**config.mk**
```make
export PLATFORM = sky130hd
export DESIGN_NAME = ifu_fetch_queue_flat
export DESIGN_NICKNAME = d
export VERILOG_FILES = /design/src/rtl/ifu_fetch_queue_if.sv /design/src/rtl/ifu_fetch_queue.sv /design/src/flat_wrapper.sv
export SDC_FILE = /design/constraint.sdc
export NUM_CORES = 1
export LEC_CHECK = 0
export CELL_PAD_IN_SITES_DETAIL_PLACEMENT = 0
export CELL_PAD_IN_SITES_GLOBAL_PLACEMENT = 1
export CORE_UTILIZATION = 35
export CTS_CLUSTER_DIAMETER = 80
export CTS_CLUSTER_SIZE = 25
export DETAILED_ROUTE_END_ITERATION = 6
export HOLD_SLACK_MARGIN = 0.1
export PLACE_DENSITY = 0.67
export REMOVE_ABC_BUFFERS = 1
export SYNTH_ARGS = -nofsm -noshare
export SYNTH_HDL_FRONTEND = slang
export SYNTH_SLANG_ARGS = --single-unit
```
**constraint.sdc**
```tcl
create_clock -name clk_i -period 6.5 [get_ports clk_i]
set_input_delay 1.95 -clock clk_i [delete_from_list [all_inputs] [get_ports clk_i]]
set_output_delay 1.95 -clock clk_i [all_outputs]
set_load 0.005 [all_outputs]
```
**src/rtl/ifu_fetch_queue_if.sv**
```systemverilog
// Fetch-queue bundle bus: upstream enqueue side, downstream dequeue side, flush and occupancy.
// slave = the queue itself, master = whoever drives enq/deq_ready/flush.
interface ifu_fetch_queue_if #(
   parameter int unsigned DEPTH           = 4,
   parameter int unsigned INSTR_PER_FETCH = 4,
   parameter int unsigned ILEN            = 32,
   parameter int unsigned VLEN            = 32
);
   localparam int unsigned N     = INSTR_PER_FETCH;
   localparam int unsigned CNT_W = $clog2(DEPTH + 1);

   logic                flush_i;
   logic                enq_valid_i;
   logic                enq_ready_o;
   logic [VLEN-1:0]     enq_pc_i;
   logic [N*ILEN-1:0]   enq_instr_i;
   logic [N-1:0]        enq_slot_valid_i;
   logic [N-1:0]        enq_pred_taken_i;
   logic [VLEN-1:0]     enq_pred_target_i;
   logic                deq_valid_o;
   logic                deq_ready_i;
   logic [VLEN-1:0]     deq_pc_o;
   logic [N*ILEN-1:0]   deq_instr_o;
   logic [N-1:0]        deq_slot_valid_o;
   logic [N-1:0]        deq_pred_taken_o;
   logic [VLEN-1:0]     deq_pred_target_o;
   logic [CNT_W-1:0]    count_o;

   modport slave (
      input  flush_i, enq_valid_i, enq_pc_i, enq_instr_i, enq_slot_valid_i,
             enq_pred_taken_i, enq_pred_target_i, deq_ready_i,
      output enq_ready_o, deq_valid_o, deq_pc_o, deq_instr_o, deq_slot_valid_o,
             deq_pred_taken_o, deq_pred_target_o, count_o
   );

   modport master (
      output flush_i, enq_valid_i, enq_pc_i, enq_instr_i, enq_slot_valid_i,
             enq_pred_taken_i, enq_pred_target_i, deq_ready_i,
      input  enq_ready_o, deq_valid_o, deq_pc_o, deq_instr_o, deq_slot_valid_o,
             deq_pred_taken_o, deq_pred_target_o, count_o
   );
endinterface

```
**src/rtl/ifu_fetch_queue.sv**
```systemverilog
// Fetch-bundle FIFO between ICache/BPU and decode; circular buffer of DEPTH entries, flushed on redirect.
// Optional macro IFU_FQ_BYPASS_EN: empty-queue bypass with 0-cycle enq->deq latency.
module ifu_fetch_queue #(
   parameter int unsigned DEPTH           = 4,
   parameter int unsigned INSTR_PER_FETCH = 4,
   parameter int unsigned ILEN            = 32,
   parameter int unsigned VLEN            = 32
) (
   input logic               clk_i,
   input logic               rst_i,
   ifu_fetch_queue_if.slave  fq
);
   localparam int unsigned N     = INSTR_PER_FETCH;
   localparam int unsigned PTR_W = (DEPTH > 1) ? $clog2(DEPTH) : 1;
   localparam int unsigned CNT_W = $clog2(DEPTH + 1);

   logic [VLEN-1:0]   pc_q          [DEPTH];
   logic [N*ILEN-1:0] instr_q       [DEPTH];
   logic [N-1:0]      slot_valid_q  [DEPTH];
   logic [N-1:0]      pred_taken_q  [DEPTH];
   logic [VLEN-1:0]   pred_target_q [DEPTH];

   logic [PTR_W-1:0]  head_q, head_d;
   logic [PTR_W-1:0]  tail_q, tail_d;
   logic [CNT_W-1:0]  count_q, count_d;

   logic              full_s;
   logic              empty_s;
   logic              bypass_s;
   logic              enq_ready_s;
   logic              deq_valid_s;
   logic              enq_fire_s;
   logic              deq_fire_s;
   logic              write_s;
   logic              pop_s;

   // Pointers wrap explicitly so non-power-of-two depths work.
   function automatic logic [PTR_W-1:0] ptr_inc(input logic [PTR_W-1:0] p);
      if (p == PTR_W'(DEPTH - 1)) begin
         return {PTR_W{1'b0}};
      end else begin
         return p + PTR_W'(1);
      end
   endfunction

   // Handshake decode: ready/valid never depend on the opposite side's ready.
   always_comb begin
      full_s      = (count_q == CNT_W'(DEPTH));
      empty_s     = (count_q == {CNT_W{1'b0}});
      enq_ready_s = ~full_s & ~fq.flush_i;
`ifdef IFU_FQ_BYPASS_EN
      bypass_s    = empty_s & ~fq.flush_i;
      deq_valid_s = bypass_s ? fq.enq_valid_i : (~empty_s & ~fq.flush_i);
`else
      bypass_s    = 1'b0;
      deq_valid_s = ~empty_s & ~fq.flush_i;
`endif
      enq_fire_s  = fq.enq_valid_i & enq_ready_s;
      deq_fire_s  = deq_valid_s & fq.deq_ready_i;
      // A bypassed bundle consumed in the same cycle never touches storage.
      write_s     = enq_fire_s & ~(bypass_s & deq_fire_s);
      pop_s       = deq_fire_s & ~bypass_s;
   end

   // Next-state for pointers and occupancy; flush overrides everything.
   always_comb begin
      head_d  = head_q;
      tail_d  = tail_q;
      count_d = count_q;
      if (fq.flush_i) begin
         head_d  = {PTR_W{1'b0}};
         tail_d  = {PTR_W{1'b0}};
         count_d = {CNT_W{1'b0}};
      end else begin
         if (write_s) begin
            tail_d = ptr_inc(tail_q);
         end else begin
            tail_d = tail_q;
         end
         if (pop_s) begin
            head_d = ptr_inc(head_q);
         end else begin
            head_d = head_q;
         end
         case ({write_s, pop_s})
            2'b10:   count_d = count_q + CNT_W'(1);
            2'b01:   count_d = count_q - CNT_W'(1);
            default: count_d = count_q;
         endcase
      end
   end

   // Pointer and count registers.
   always_ff @(posedge clk_i or posedge rst_i) begin
      if (rst_i) begin
         head_q  <= {PTR_W{1'b0}};
         tail_q  <= {PTR_W{1'b0}};
         count_q <= {CNT_W{1'b0}};
      end else begin
         head_q  <= head_d;
         tail_q  <= tail_d;
         count_q <= count_d;
      end
   end

   // Entry storage; data is intentionally not reset.
   always_ff @(posedge clk_i) begin
      if (write_s) begin
         pc_q[tail_q]          <= fq.enq_pc_i;
         instr_q[tail_q]       <= fq.enq_instr_i;
         slot_valid_q[tail_q]  <= fq.enq_slot_valid_i;
         pred_taken_q[tail_q]  <= fq.enq_pred_taken_i;
         pred_target_q[tail_q] <= fq.enq_pred_target_i;
      end
   end

   // Head read and output drive.
   always_comb begin
      fq.enq_ready_o       = enq_ready_s;
      fq.deq_valid_o       = deq_valid_s;
      fq.count_o           = count_q;
      fq.deq_pc_o          = pc_q[head_q];
      fq.deq_instr_o       = instr_q[head_q];
      fq.deq_slot_valid_o  = slot_valid_q[head_q];
      fq.deq_pred_taken_o  = pred_taken_q[head_q];
      fq.deq_pred_target_o = pred_target_q[head_q];
`ifdef IFU_FQ_BYPASS_EN
      if (bypass_s) begin
         fq.deq_pc_o          = fq.enq_pc_i;
         fq.deq_instr_o       = fq.enq_instr_i;
         fq.deq_slot_valid_o  = fq.enq_slot_valid_i;
         fq.deq_pred_taken_o  = fq.enq_pred_taken_i;
         fq.deq_pred_target_o = fq.enq_pred_target_i;
      end else begin
         fq.deq_pc_o          = pc_q[head_q];
      end
`endif
   end

endmodule

```
**src/flat_wrapper.sv**
```systemverilog
// flat-port wrapper written by rule: the top's interface ports become plain ports
module ifu_fetch_queue_flat 
#(
   parameter int unsigned DEPTH           = 4,
   parameter int unsigned INSTR_PER_FETCH = 4,
   parameter int unsigned ILEN            = 32,
   parameter int unsigned VLEN            = 32
)
  (clk_i, rst_i, fq_flush_i, fq_enq_valid_i, fq_enq_pc_i, fq_enq_instr_i, fq_enq_slot_valid_i, fq_enq_pred_taken_i, fq_enq_pred_target_i, fq_deq_ready_i, fq_enq_ready_o, fq_deq_valid_o, fq_deq_pc_o, fq_deq_instr_o, fq_deq_slot_valid_o, fq_deq_pred_taken_o, fq_deq_pred_target_o, fq_count_o);
  ifu_fetch_queue_if #(.DEPTH(DEPTH), .INSTR_PER_FETCH(INSTR_PER_FETCH), .ILEN(ILEN), .VLEN(VLEN)) fq_i ();
  input logic clk_i;
  input logic rst_i;
  input wire logic [$bits(fq_i.flush_i)-1:0] fq_flush_i;
  input wire logic [$bits(fq_i.enq_valid_i)-1:0] fq_enq_valid_i;
  input wire logic [$bits(fq_i.enq_pc_i)-1:0] fq_enq_pc_i;
  input wire logic [$bits(fq_i.enq_instr_i)-1:0] fq_enq_instr_i;
  input wire logic [$bits(fq_i.enq_slot_valid_i)-1:0] fq_enq_slot_valid_i;
  input wire logic [$bits(fq_i.enq_pred_taken_i)-1:0] fq_enq_pred_taken_i;
  input wire logic [$bits(fq_i.enq_pred_target_i)-1:0] fq_enq_pred_target_i;
  input wire logic [$bits(fq_i.deq_ready_i)-1:0] fq_deq_ready_i;
  output wire logic [$bits(fq_i.enq_ready_o)-1:0] fq_enq_ready_o;
  output wire logic [$bits(fq_i.deq_valid_o)-1:0] fq_deq_valid_o;
  output wire logic [$bits(fq_i.deq_pc_o)-1:0] fq_deq_pc_o;
  output wire logic [$bits(fq_i.deq_instr_o)-1:0] fq_deq_instr_o;
  output wire logic [$bits(fq_i.deq_slot_valid_o)-1:0] fq_deq_slot_valid_o;
  output wire logic [$bits(fq_i.deq_pred_taken_o)-1:0] fq_deq_pred_taken_o;
  output wire logic [$bits(fq_i.deq_pred_target_o)-1:0] fq_deq_pred_target_o;
  output wire logic [$bits(fq_i.count_o)-1:0] fq_count_o;
  assign fq_i.flush_i = fq_flush_i;
  assign fq_i.enq_valid_i = fq_enq_valid_i;
  assign fq_i.enq_pc_i = fq_enq_pc_i;
  assign fq_i.enq_instr_i = fq_enq_instr_i;
  assign fq_i.enq_slot_valid_i = fq_enq_slot_valid_i;
  assign fq_i.enq_pred_taken_i = fq_enq_pred_taken_i;
  assign fq_i.enq_pred_target_i = fq_enq_pred_target_i;
  assign fq_i.deq_ready_i = fq_deq_ready_i;
  assign fq_enq_ready_o = fq_i.enq_ready_o;
  assign fq_deq_valid_o = fq_i.deq_valid_o;
  assign fq_deq_pc_o = fq_i.deq_pc_o;
  assign fq_deq_instr_o = fq_i.deq_instr_o;
  assign fq_deq_slot_valid_o = fq_i.deq_slot_valid_o;
  assign fq_deq_pred_taken_o = fq_i.deq_pred_taken_o;
  assign fq_deq_pred_target_o = fq_i.deq_pred_target_o;
  assign fq_count_o = fq_i.count_o;
  ifu_fetch_queue #(.DEPTH(DEPTH), .INSTR_PER_FETCH(INSTR_PER_FETCH), .ILEN(ILEN), .VLEN(VLEN)) u_core (.clk_i(clk_i), .rst_i(rst_i), .fq(fq_i));
endmodule
```
==> metrics <==
RSZ-0062 raised after global routing no; core area 83700 um2; Synth Cell Area 29600 um2; Final Power 10.7 mW; Post-layout nets 1781; min Tclk post-route 5230 ps; CTS tree built; Reg area 24200 um2; CP Class input port to output pin; Worst EP required 4550 ps; Hold Violations, Final 0; setup bufs post-CTS 0; gpl congestion 0.731; critical path data arrival time 3280 ps; Netlist cell types 37; vias per inst 4.76; sequential-to-total area share from yosys stat 81.8%; setup TNS 0 ps; hold path depth 2; predominant post-synthesis flop cell edfxtp_1; RR Endpoint u_core.pc_q[2][10]; Lkg Pwr 11.2 nW; Die ar. 85600 um2; R2R setup slack 3840 ps; Routed Antenna Nets 0; max-cap violations 0; first-pass iteration count of the detailed router 4; I/O Buffers 409; num ports 410; clk_skew 36.4 ps; number of enable flip-flop cells after synthesis 800; Std-Cell Rows 106; Clock Latency Late Sink 600 ps; worst r2r src u_core.fq.count_o[1]; top post-synthesis cells by area edfxtp_1, mux4_2, buf_12; wire per inst 22.5 um; worst reg2reg path depth 4; pin count of the biggest net entering global routing 55; Hold Path Sink u_core.tail_q[1]; syn avg cell area 26.7 um2; FF+latch count, synth 807; CP startpoint kind input port; worst vdd ir 0.200 mV; Die Span Y 293 um; total number of vias 13000; total wire length 61400 um; Synth async-reset ratio 0.867%; register clock-pin slew on the reported worst setup and hold paths 90 ps; fin crit share 80.4%; CTS HTree Levels 2; most frequent cells in the layout edfxtp_1, clkdlybuf4s50_1, mux4_2, clkbuf_16, buf_4; slew at the pin with the worst max-slew slack 1070 ps; fmax 191 MHz; Initial Util 35.3%; most common cell after layout, fill and taps aside edfxtp_1; Area growth syn-to-layout 23.9%; top cell type by total area after synthesis edfxtp_1; vias in the first global route 14100; relative slew slack 28.7%; worst slack, placed 1270 ps; Final WS setup 1270 ps; post-CTS sizing 0; layout cell share with drive strength beyond 1 20.5%; GRT overflow 0; starting DRC count in detailed routing 743; Filler cells 7068; Syn Inst Count 1107; crit path max fanout 10; hpwl dp 38900 um; Yosys top cell area share 81.2%; total clock sinks 807; GRT Total Usage 14.3%; CTS buffer count 43; initial antenna violation count 10; DRC 0; Multi-input gate area 4860 um2; endpoints failing setup 0; Bufs on Longest Clock Path 3; hold_buf cts 0; first-pass GRT wire length 91300 um; Root Buffer clkbuf_16; PD cells 293 nW/um2; Crit. End Element output pin; status completed; die width 293 um; Hold Crit Class flip-flop to flip-flop; Yosys Warn Count 0; hold path start u_core.tail_q[1]; Slew Viols, Final 0
registers in the layout, indices dropped and copies added, names as in the netlist:
register,cells
u_core.head_q,2
u_core.pred_taken_q,16
u_core.pc_q,128
u_core.fq.count_o,3
u_core.instr_q,512
u_core.slot_valid_q,16
u_core.tail_q,2
u_core.pred_target_q,128
critical path, stage by stage:
cell and delay [ps]:
clkdlybuf4s50_1 590, a21oi_1 210, clkdlybuf4s50_1 530
cell type report:
class	instances	share of cell area (%)
tap	1134	3.87
clock inverter	17	0.632
multi-input combinational	248	13.3
antenna	1	0.00683
clock buffer	56	3.19
inverter	4	0.0410
sequential	807	66.1
timing repair buffer	466	12.9
Yosys cell counts (2+ instances only):
library cell	n
edfxtp_1	800
mux4_2	200
buf_2	22
buf_12	11
buf_8	8
dfrtp_1	7
ha_1	5
nand2_1	5
nor2_1	5
and2_1	4
inv_1	4
a21oi_1	3
clkbuf_1	3
buf_4	2
buf_6	2
nand3_1	2
nor2b_1	2
o21ai_0	2
xnor2_1	2
report_power, final:
part | switching, mW | internal [mW] | leakage [nW]
combinational | 0.674 | 1.04 | 3.15
clock | 1.63 | 1.40 | 0.671
sequential | 0.0964 | 5.91 | 7.35
total | 2.40 | 8.35 | 11.2
routing by layer:
layer	vias to the layer above	track usage (%)	wire length (um)
met5	-	0	103
met4	18	2.81	971
met3	77	4.03	4020
met2	287	24.4	31500
met1	6930	18.2	24800
li1	5704	-	-
kinds of logic after synthesis:
kind of cell	Yosys count	share of synthesized area (%)
AND/OR/NAND/NOR	25	0.470
flip-flops	807	81.8
buffers and inverters	52	1.74
XOR/XNOR	3	0.0889
AO/OA/AOI/OAI	13	0.313
multiplexers	201	15.3
adder cells (fa/ha/maj)	6	0.279
metrics by stage:
stage	instances	utilization, %	hold WS (ps)	instance area (um2)
floorplan	1059	-	563	29100
global placement	2659	42.1	597	35200
detailed placement	2659	42.1	629	35200
CTS	2732	43.8	645	36600
global route	2733	43.8	690	36600
finish	2733	43.8	642	36600
how the worst max path moves through the flow:
stage | start | end | slack [ps] | cells after the start
after floorplan | u_core.head_q[0] | fq_deq_instr_o[0] | -3830 | 1
after global placement | fq_flush_i | fq_enq_ready_o | 1260 | 3
after detailed placement | fq_flush_i | fq_deq_valid_o | 1270 | 3
after CTS | u_core.head_q[0] | fq_deq_pc_o[23] | 1200 | 3
after global routing | u_core.head_q[0] | fq_deq_pc_o[23] | 1060 | 3
final | fq_flush_i | fq_enq_ready_o | 1270 | 3
(Power assumes the default switching activity.)
